[src/rtl/riscfw_pkg.sv]
// Shared RV32I core definitions: opcode fields, sequencer states, trap causes,
// writeback select codes and the next-PC rule used in EXEC.
package riscfw_pkg;

    localparam logic [4:0] OP_LOAD   = 5'b00000;
    localparam logic [4:0] OP_STORE  = 5'b01000;
    localparam logic [4:0] OP_BRANCH = 5'b11000;
    localparam logic [4:0] OP_JALR   = 5'b11001;
    localparam logic [4:0] OP_JAL    = 5'b11011;
    localparam logic [4:0] OP_SYSTEM = 5'b11100;

    typedef enum logic [2:0] {
        ST_FETCH,
        ST_DECODE,
        ST_EXEC,
        ST_MEM,
        ST_WB,
        ST_TRAP
    } seq_state_e;

    typedef enum logic [1:0] {
        CAUSE_ILLEGAL    = 2'd0,
        CAUSE_SYSTEM     = 2'd1,
        CAUSE_MISALIGNED = 2'd2,
        CAUSE_BUS        = 2'd3
    } trap_cause_e;

    typedef enum logic [1:0] {
        WB_ALU = 2'd0,
        WB_MEM = 2'd1,
        WB_PC4 = 2'd2
    } wb_sel_e;

    // JALR clears bit 0 of the ALU target; everything else is PC-relative.
    function automatic logic [31:0] calc_next_pc(
        input logic [4:0]  opcode,
        input logic [31:0] pc,
        input logic [31:0] imm,
        input logic [31:0] alu_result,
        input logic        br_taken
    );
        logic [31:0] result;
        case (opcode)
            OP_JAL:    result = pc + imm;
            OP_JALR:   result = alu_result & 32'hFFFF_FFFE;
            OP_BRANCH: result = br_taken ? (pc + imm) : (pc + 32'd4);
            default:   result = pc + 32'd4;
        endcase
        return result;
    endfunction

endpackage

[src/rtl/bus_wait_timer.sv]
// Wait-cycle counter for an outstanding memory request; flags the last
// permitted wait cycle so the sequencer can raise a bus trap.
module bus_wait_timer #(
    parameter int unsigned TIMEOUT = 16
) (
    input  logic clk,
    input  logic rst_n,
    input  logic clr,
    input  logic en,
    output logic expired
);

    localparam int unsigned CW = (TIMEOUT > 1) ? $clog2(TIMEOUT) : 1;

    logic [CW-1:0] cnt;

    always_ff @(posedge clk or negedge rst_n) begin
        if (!rst_n) begin
            cnt <= '0;
        end else if (clr) begin
            cnt <= '0;
        end else if (en) begin
            cnt <= cnt + CW'(1);
        end
    end

    generate
        if (TIMEOUT == 0) begin : g_disabled
            assign expired = 1'b0;
        end else begin : g_enabled
            assign expired = (cnt == CW'(TIMEOUT - 1));
        end
    endgenerate

endmodule

[src/rtl/core_seq_ctrl.sv]
// Multi-cycle RV32I sequencer: fetches into the IR, then steps decode, execute,
// memory and writeback. Owns the PC, memory handshakes, rf write, retire and trap.
module core_seq_ctrl #(
    parameter logic [31:0] RESET_PC = 32'h0000_0000,
    parameter int unsigned TIMEOUT  = 16
) (
    input  logic        clk,
    input  logic        rst_n,
    output logic        imem_req,
    output logic [31:0] imem_addr,
    input  logic        imem_ready,
    input  logic [31:0] imem_rdata,
    output logic [31:0] instr,
    input  logic [4:0]  dec_opcode,
    input  logic [31:0] dec_imm,
    input  logic        dec_rd_valid,
    input  logic        dec_error,
    input  logic        br_taken,
    input  logic [31:0] alu_result,
    output logic        dmem_req,
    output logic        dmem_we,
    input  logic        dmem_ready,
    output logic        rf_we,
    output logic [1:0]  wb_sel,
    output logic [31:0] pc,
    output logic        retire,
    output logic        trap,
    output logic [1:0]  trap_cause
);

    import riscfw_pkg::*;

    seq_state_e  state, state_d;
    trap_cause_e cause_q, cause_d;
    wb_sel_e     wb_sel_d;
    logic [31:0] next_pc_q, next_pc_calc;
    logic        enter_trap;
    logic        waiting, bus_ready, expired;

    assign next_pc_calc = calc_next_pc(dec_opcode, pc, dec_imm, alu_result, br_taken);

    // One timer serves both FETCH and MEM; it is held clear in every other state,
    // which gives the clear-on-entry behaviour without tracking the previous state.
    assign waiting   = (state == ST_FETCH) || (state == ST_MEM);
    assign bus_ready = (state == ST_FETCH) ? imem_ready : dmem_ready;

    bus_wait_timer #(
        .TIMEOUT(TIMEOUT)
    ) u_timer (
        .clk    (clk),
        .rst_n  (rst_n),
        .clr    (!waiting || bus_ready),
        .en     (waiting && !bus_ready),
        .expired(expired)
    );

    always_ff @(posedge clk or negedge rst_n) begin
        if (!rst_n) begin
            state     <= ST_FETCH;
            pc        <= RESET_PC;
            instr     <= '0;
            next_pc_q <= '0;
            cause_q   <= CAUSE_ILLEGAL;
        end else begin
            state <= state_d;
            if (state == ST_FETCH && imem_ready) begin
                instr <= imem_rdata;
            end
            if (state == ST_EXEC) begin
                next_pc_q <= next_pc_calc;
            end
            if (state == ST_WB) begin
                pc <= next_pc_q;
            end
            if (enter_trap) begin
                cause_q <= cause_d;
            end
        end
    end

    always_comb begin
        state_d    = state;
        cause_d    = CAUSE_ILLEGAL;
        enter_trap = 1'b0;
        imem_req   = 1'b0;
        dmem_req   = 1'b0;
        dmem_we    = 1'b0;
        rf_we      = 1'b0;
        wb_sel_d   = WB_ALU;
        retire     = 1'b0;
        trap       = 1'b0;
        case (state)
            ST_FETCH: begin
                // Reset parks the FSM in FETCH; keep the request off until release.
                imem_req = rst_n;
                if (imem_ready) begin
                    state_d = ST_DECODE;
                end else if (expired) begin
                    state_d    = ST_TRAP;
                    cause_d    = CAUSE_BUS;
                    enter_trap = 1'b1;
                end
            end
            ST_DECODE: begin
                if (dec_error) begin
                    state_d    = ST_TRAP;
                    cause_d    = CAUSE_ILLEGAL;
                    enter_trap = 1'b1;
                end else if (dec_opcode == OP_SYSTEM) begin
                    state_d    = ST_TRAP;
                    cause_d    = CAUSE_SYSTEM;
                    enter_trap = 1'b1;
                end else begin
                    state_d = ST_EXEC;
                end
            end
            ST_EXEC: begin
                if (next_pc_calc[1:0] != 2'b00) begin
                    state_d    = ST_TRAP;
                    cause_d    = CAUSE_MISALIGNED;
                    enter_trap = 1'b1;
                end else if (dec_opcode == OP_LOAD || dec_opcode == OP_STORE) begin
                    state_d = ST_MEM;
                end else begin
                    state_d = ST_WB;
                end
            end
            ST_MEM: begin
                dmem_req = 1'b1;
                dmem_we  = (dec_opcode == OP_STORE);
                if (dmem_ready) begin
                    state_d = ST_WB;
                end else if (expired) begin
                    state_d    = ST_TRAP;
                    cause_d    = CAUSE_BUS;
                    enter_trap = 1'b1;
                end
            end
            ST_WB: begin
                rf_we  = dec_rd_valid;
                retire = 1'b1;
                if (dec_opcode == OP_LOAD) begin
                    wb_sel_d = WB_MEM;
                end else if (dec_opcode == OP_JAL || dec_opcode == OP_JALR) begin
                    wb_sel_d = WB_PC4;
                end
                state_d = ST_FETCH;
            end
            ST_TRAP: begin
                trap = 1'b1;
            end
            default: begin
                state_d = ST_FETCH;
            end
        endcase
    end

    assign imem_addr  = pc;
    assign wb_sel     = wb_sel_d;
    assign trap_cause = cause_q;

endmodule

[config.mk]
export PLATFORM = sky130hd
export DESIGN_NAME = core_seq_ctrl
export DESIGN_NICKNAME = d
export VERILOG_FILES = /design/src/rtl/riscfw_pkg.sv /design/src/rtl/bus_wait_timer.sv /design/src/rtl/core_seq_ctrl.sv
export SDC_FILE = /design/constraint.sdc
export NUM_CORES = 1
export LEC_CHECK = 0
export ABC_CLOCK_PERIOD_IN_PS = 3400
export CAP_MARGIN = 15
export CORE_MARGIN = 5
export CORE_UTILIZATION = 40
export DETAILED_ROUTE_END_ITERATION = 10
export PLACE_DENSITY = 0.71
export RECOVER_POWER = 25
export SETUP_SLACK_MARGIN = 0.15
export SYNTH_ARGS = -nofsm -noshare
export SYNTH_HDL_FRONTEND = slang
export SYNTH_HIERARCHICAL = 1
export SYNTH_SLANG_ARGS = --single-unit
[constraint.sdc]
create_clock -name clk -period 3.4 [get_ports clk]
set_input_delay 0.51 -clock clk [delete_from_list [all_inputs] [get_ports clk]]
set_output_delay 0.51 -clock clk [all_outputs]
set_load 0.02 [all_outputs]
==> results.ini, run 1 <==
[status]
status = finished with violations
violations = capacitance limit, slew limit

[layout]
n_fill_cell = 1506
final_util = 0.5690
drive_gt1_frac = 0.1585
syn_to_final_growth_pct = 39.36
fin_nets = 1040
diodes = 0
fin_area_sq_mm = 0.009435

[power_and_ir_drop]
cellPowerDensity_mw_per_mm2 = 953.1
total_power_mw = 8.993
leakage_nw = 3.935
irDropWorstVdd_mv = 0.4155

[route]
finalWirelength_mm = 20.12
first_iter_violations = 382
vias = 6046
drc_errors = 0
vias_per_cell = 5.389
antenna_left = 0
dr.pass1.iters = 5
wl_per_cell_um = 17.93

[logic_synthesis]
ys_ff_latch = 105
synth_top_area_frac = 0.3881
yosys-top-cells-area = dfrtp_1 39%, mux2_2 10%, ha_1 6.1%
synth_cell_types = 64
synth.net_count = 836
synthFlopType = dfrtp_1
ys_seq_area_frac = 0.3881
netlist_instances = 694
yosys-top-cells-count = 105 x dfrtp_1, 70 x nand2_1, 63 x mux2_2
ys.warnings.count = 6
yosysMostFrequentCell = dfrtp_1
synth-edff-count = 0
yosys.area.top_type = dfrtp_1
netlist_area_sq_mm = 0.006770
avgSynthCellArea_sq_um = 9.755
async_reset_ff_frac = 1.000

[sta]
hold_viol_final = 0
slew_headroom = -0.1723
rsz0062_at_grt = yes
fin_crit_sh = 0.9155
worst_pin_slew_ns = 1.758
setup_violations = 0
timing.fmax_mhz = 321.3
fin_skew_ns = 0.01011
post-route-min-period_ns = 3.113
slew_viol_final = 70

[grt]
grt-ovfl-total = 0
grt_pass1_vias = 6083
grtUsageTotal = 0.2026
grt_pass1_wl_mm = 32.22
antenna_found_initial = 0
grt_max_degree = 70

[clocking]
cts.sinks = 105
numCtsBuffers = 9
htreeDepth = 3
cts_tree = yes
clkTransAtPathRegs_ns = 0.08
cts_root_buf = clkbuf_16
hold_buffers = 0
clock_latency_ns = 0.36
cts_max_path_buffers = 2

[place]
portBuffers = 212
place_area_sq_mm = 0.009104
place.gp.congestion = 0.8574
hpwl_mm = 15.12

[worst_setup_path]
rr_worst_depth = 13
rr_startpoint = imem_addr[0]
r2r_slack_ns = 0.31
start_kind = primary input
setup.worst_path.start = dec_imm[1]
path_max_fanout = 3
end_kind = register
required_ns = 3.61
critPathArrivalTime_ns = 3.32
r2r-end = next_pc_q[26]
criticalPathCategory = in -> reg

[floorplan]
rows = 47
die_x_um = 140.1
start_util = 0.4083
dieArea_sq_mm = 0.01963
core_sq_mm = 0.01658
ios = 214
die_y_um = 140.1

[flow_run]
drv_cap = 1

[hold_path]
min_path_type = in -> async

## routing by layer
layer  wire, um  global-route usage  part of all wire  vias to the layer above
met5          0                   0                 0                        -
met4        475             0.07394             0.024                        0
met3       1057             0.02386             0.053                       32
met2       9450              0.3284              0.47                      206
met1       9137              0.2801              0.45                     2907
li1           -                   -                 -                     2901
## power by group
group	total [mW]	internal (mW)	switching, mW
Sequential	2.41	1.85	0.556
Clock	1.01	0.504	0.508
Combinational	5.57	2.79	2.78
Total	8.99	5.15	3.84
## cell usage in the layout (no fill, tap or decap), drive strengths merged, types with 3 or more instances in the layout
master	Yosys	final
clkdlybuf4s50	0	210
dfrtp	105	105
nand2	70	70
mux2	64	64
o21ai	51	51
nor2	48	48
buf	42	39
xnor2	38	38
a21oi	33	33
ha	33	33
nand3	22	22
inv	18	21
a222oi	20	20
xor2	17	17
and3	13	13
a21o	11	11
clkbuf	17	11
a221oi	9	9
o22ai	7	7
nand4	6	6
o21a	6	6
and2	5	5
nor2b	5	5
a31oi	5	5
nor3	4	4
nand2b	4	4
and4	4	4
o21bai	3	3
## sequential cells by signal (all words and copies together), names as in the netlist
signal and cells:
imem_addr 32, instr 32, next_pc_q 32, u_timer/cnt 4, state 3, trap_cause 2
## metrics by stage
stage / TNS (ns) / hold WS, ns / cells / worst slack (ns)
after floorplan: 0 / 0.2144 / 694 / 0.3562
after global routing: 0 / 0.2677 / 1122 / 0.1341
final: 0 / 0.2169 / 1122 / 0.2874
after detailed placement: -1.295 / 0.4654 / 1103 / -0.3123
after CTS: 0 / 0.2066 / 1120 / 0.1522
after global placement: -0.9245 / 0.4552 / 1103 / -0.2610
## critical path, stage by stage
cell and delay, ns:
clkdlybuf4s50_1 0.48, inv_1 0.06, fa_2 0.38, nor2b_4 0.15, o2111ai_2 0.14, a41o_1 0.27
o21a_4 0.23, o31a_4 0.29, o21ai_4 0.16, a221oi_4 0.10, xnor2_1 0.15, a222oi_1 0.31
o21ai_1 0.09
## repair_timing
item / CTS / global route
setup endpoints to repair: 2 / 5
pin swaps: 2 / 10
buffers inserted: 2 / 2
gates resized for setup: 1 / 8
## kinds of logic (layout without fill, tap and decap cells)
| family | after synthesis | in the layout | share of synthesized area |
|---|---|---|---|
| AO/OA/AOI/OAI | 167 | 167 | 0.1745 |
| XOR/XNOR | 55 | 55 | 0.07115 |
| adder cells (fa/ha/maj) | 34 | 34 | 0.06394 |
| buffers and inverters | 77 | 285 | 0.06265 |
| flip-flops | 105 | 105 | 0.3881 |
| multiplexers | 65 | 65 | 0.1085 |
| AND/OR/NAND/NOR | 191 | 191 | 0.1312 |
## worst max path at each step
stage / to / slack (ns) / cells after the start
after global placement: next_pc_q[26] / -0.26 / 14
after global routing: next_pc_q[26] / 0.13 / 13
after detailed placement: next_pc_q[26] / -0.31 / 14
after floorplan: next_pc_q[26] / 0.36 / 13
final: next_pc_q[26] / 0.29 / 13
after CTS: next_pc_q[26] / 0.15 / 14
## final cells by class
cell class	instances	area, sq um	area share
clock buffers	9	225.2	0.02387
well taps	220	275.3	0.02917
inverters	18	67.56	0.007161
flip-flops and latches	105	2629	0.2786
clock inverters	6	51.30	0.005437
repair buffers	252	2432	0.2578
multi-input cells	512	3755	0.3980
No activity file was read; power rests on OpenSTA's default activity.
==> inputs of run 2 (changes only) <==
CTS_BUF_LIST = sky130_fd_sc_hd__clkbuf_8 sky130_fd_sc_hd__clkbuf_16   (was unset)
==> results of run 2 <==
Final layout, timing and power as in run 1 (identical DEF).
==> inputs of run 3 (changes only) <==
GPL_ROUTABILITY_DRIVEN = 0   (was unset)
==> results of run 3 <==
Final layout, timing and power as in run 1 (identical DEF).
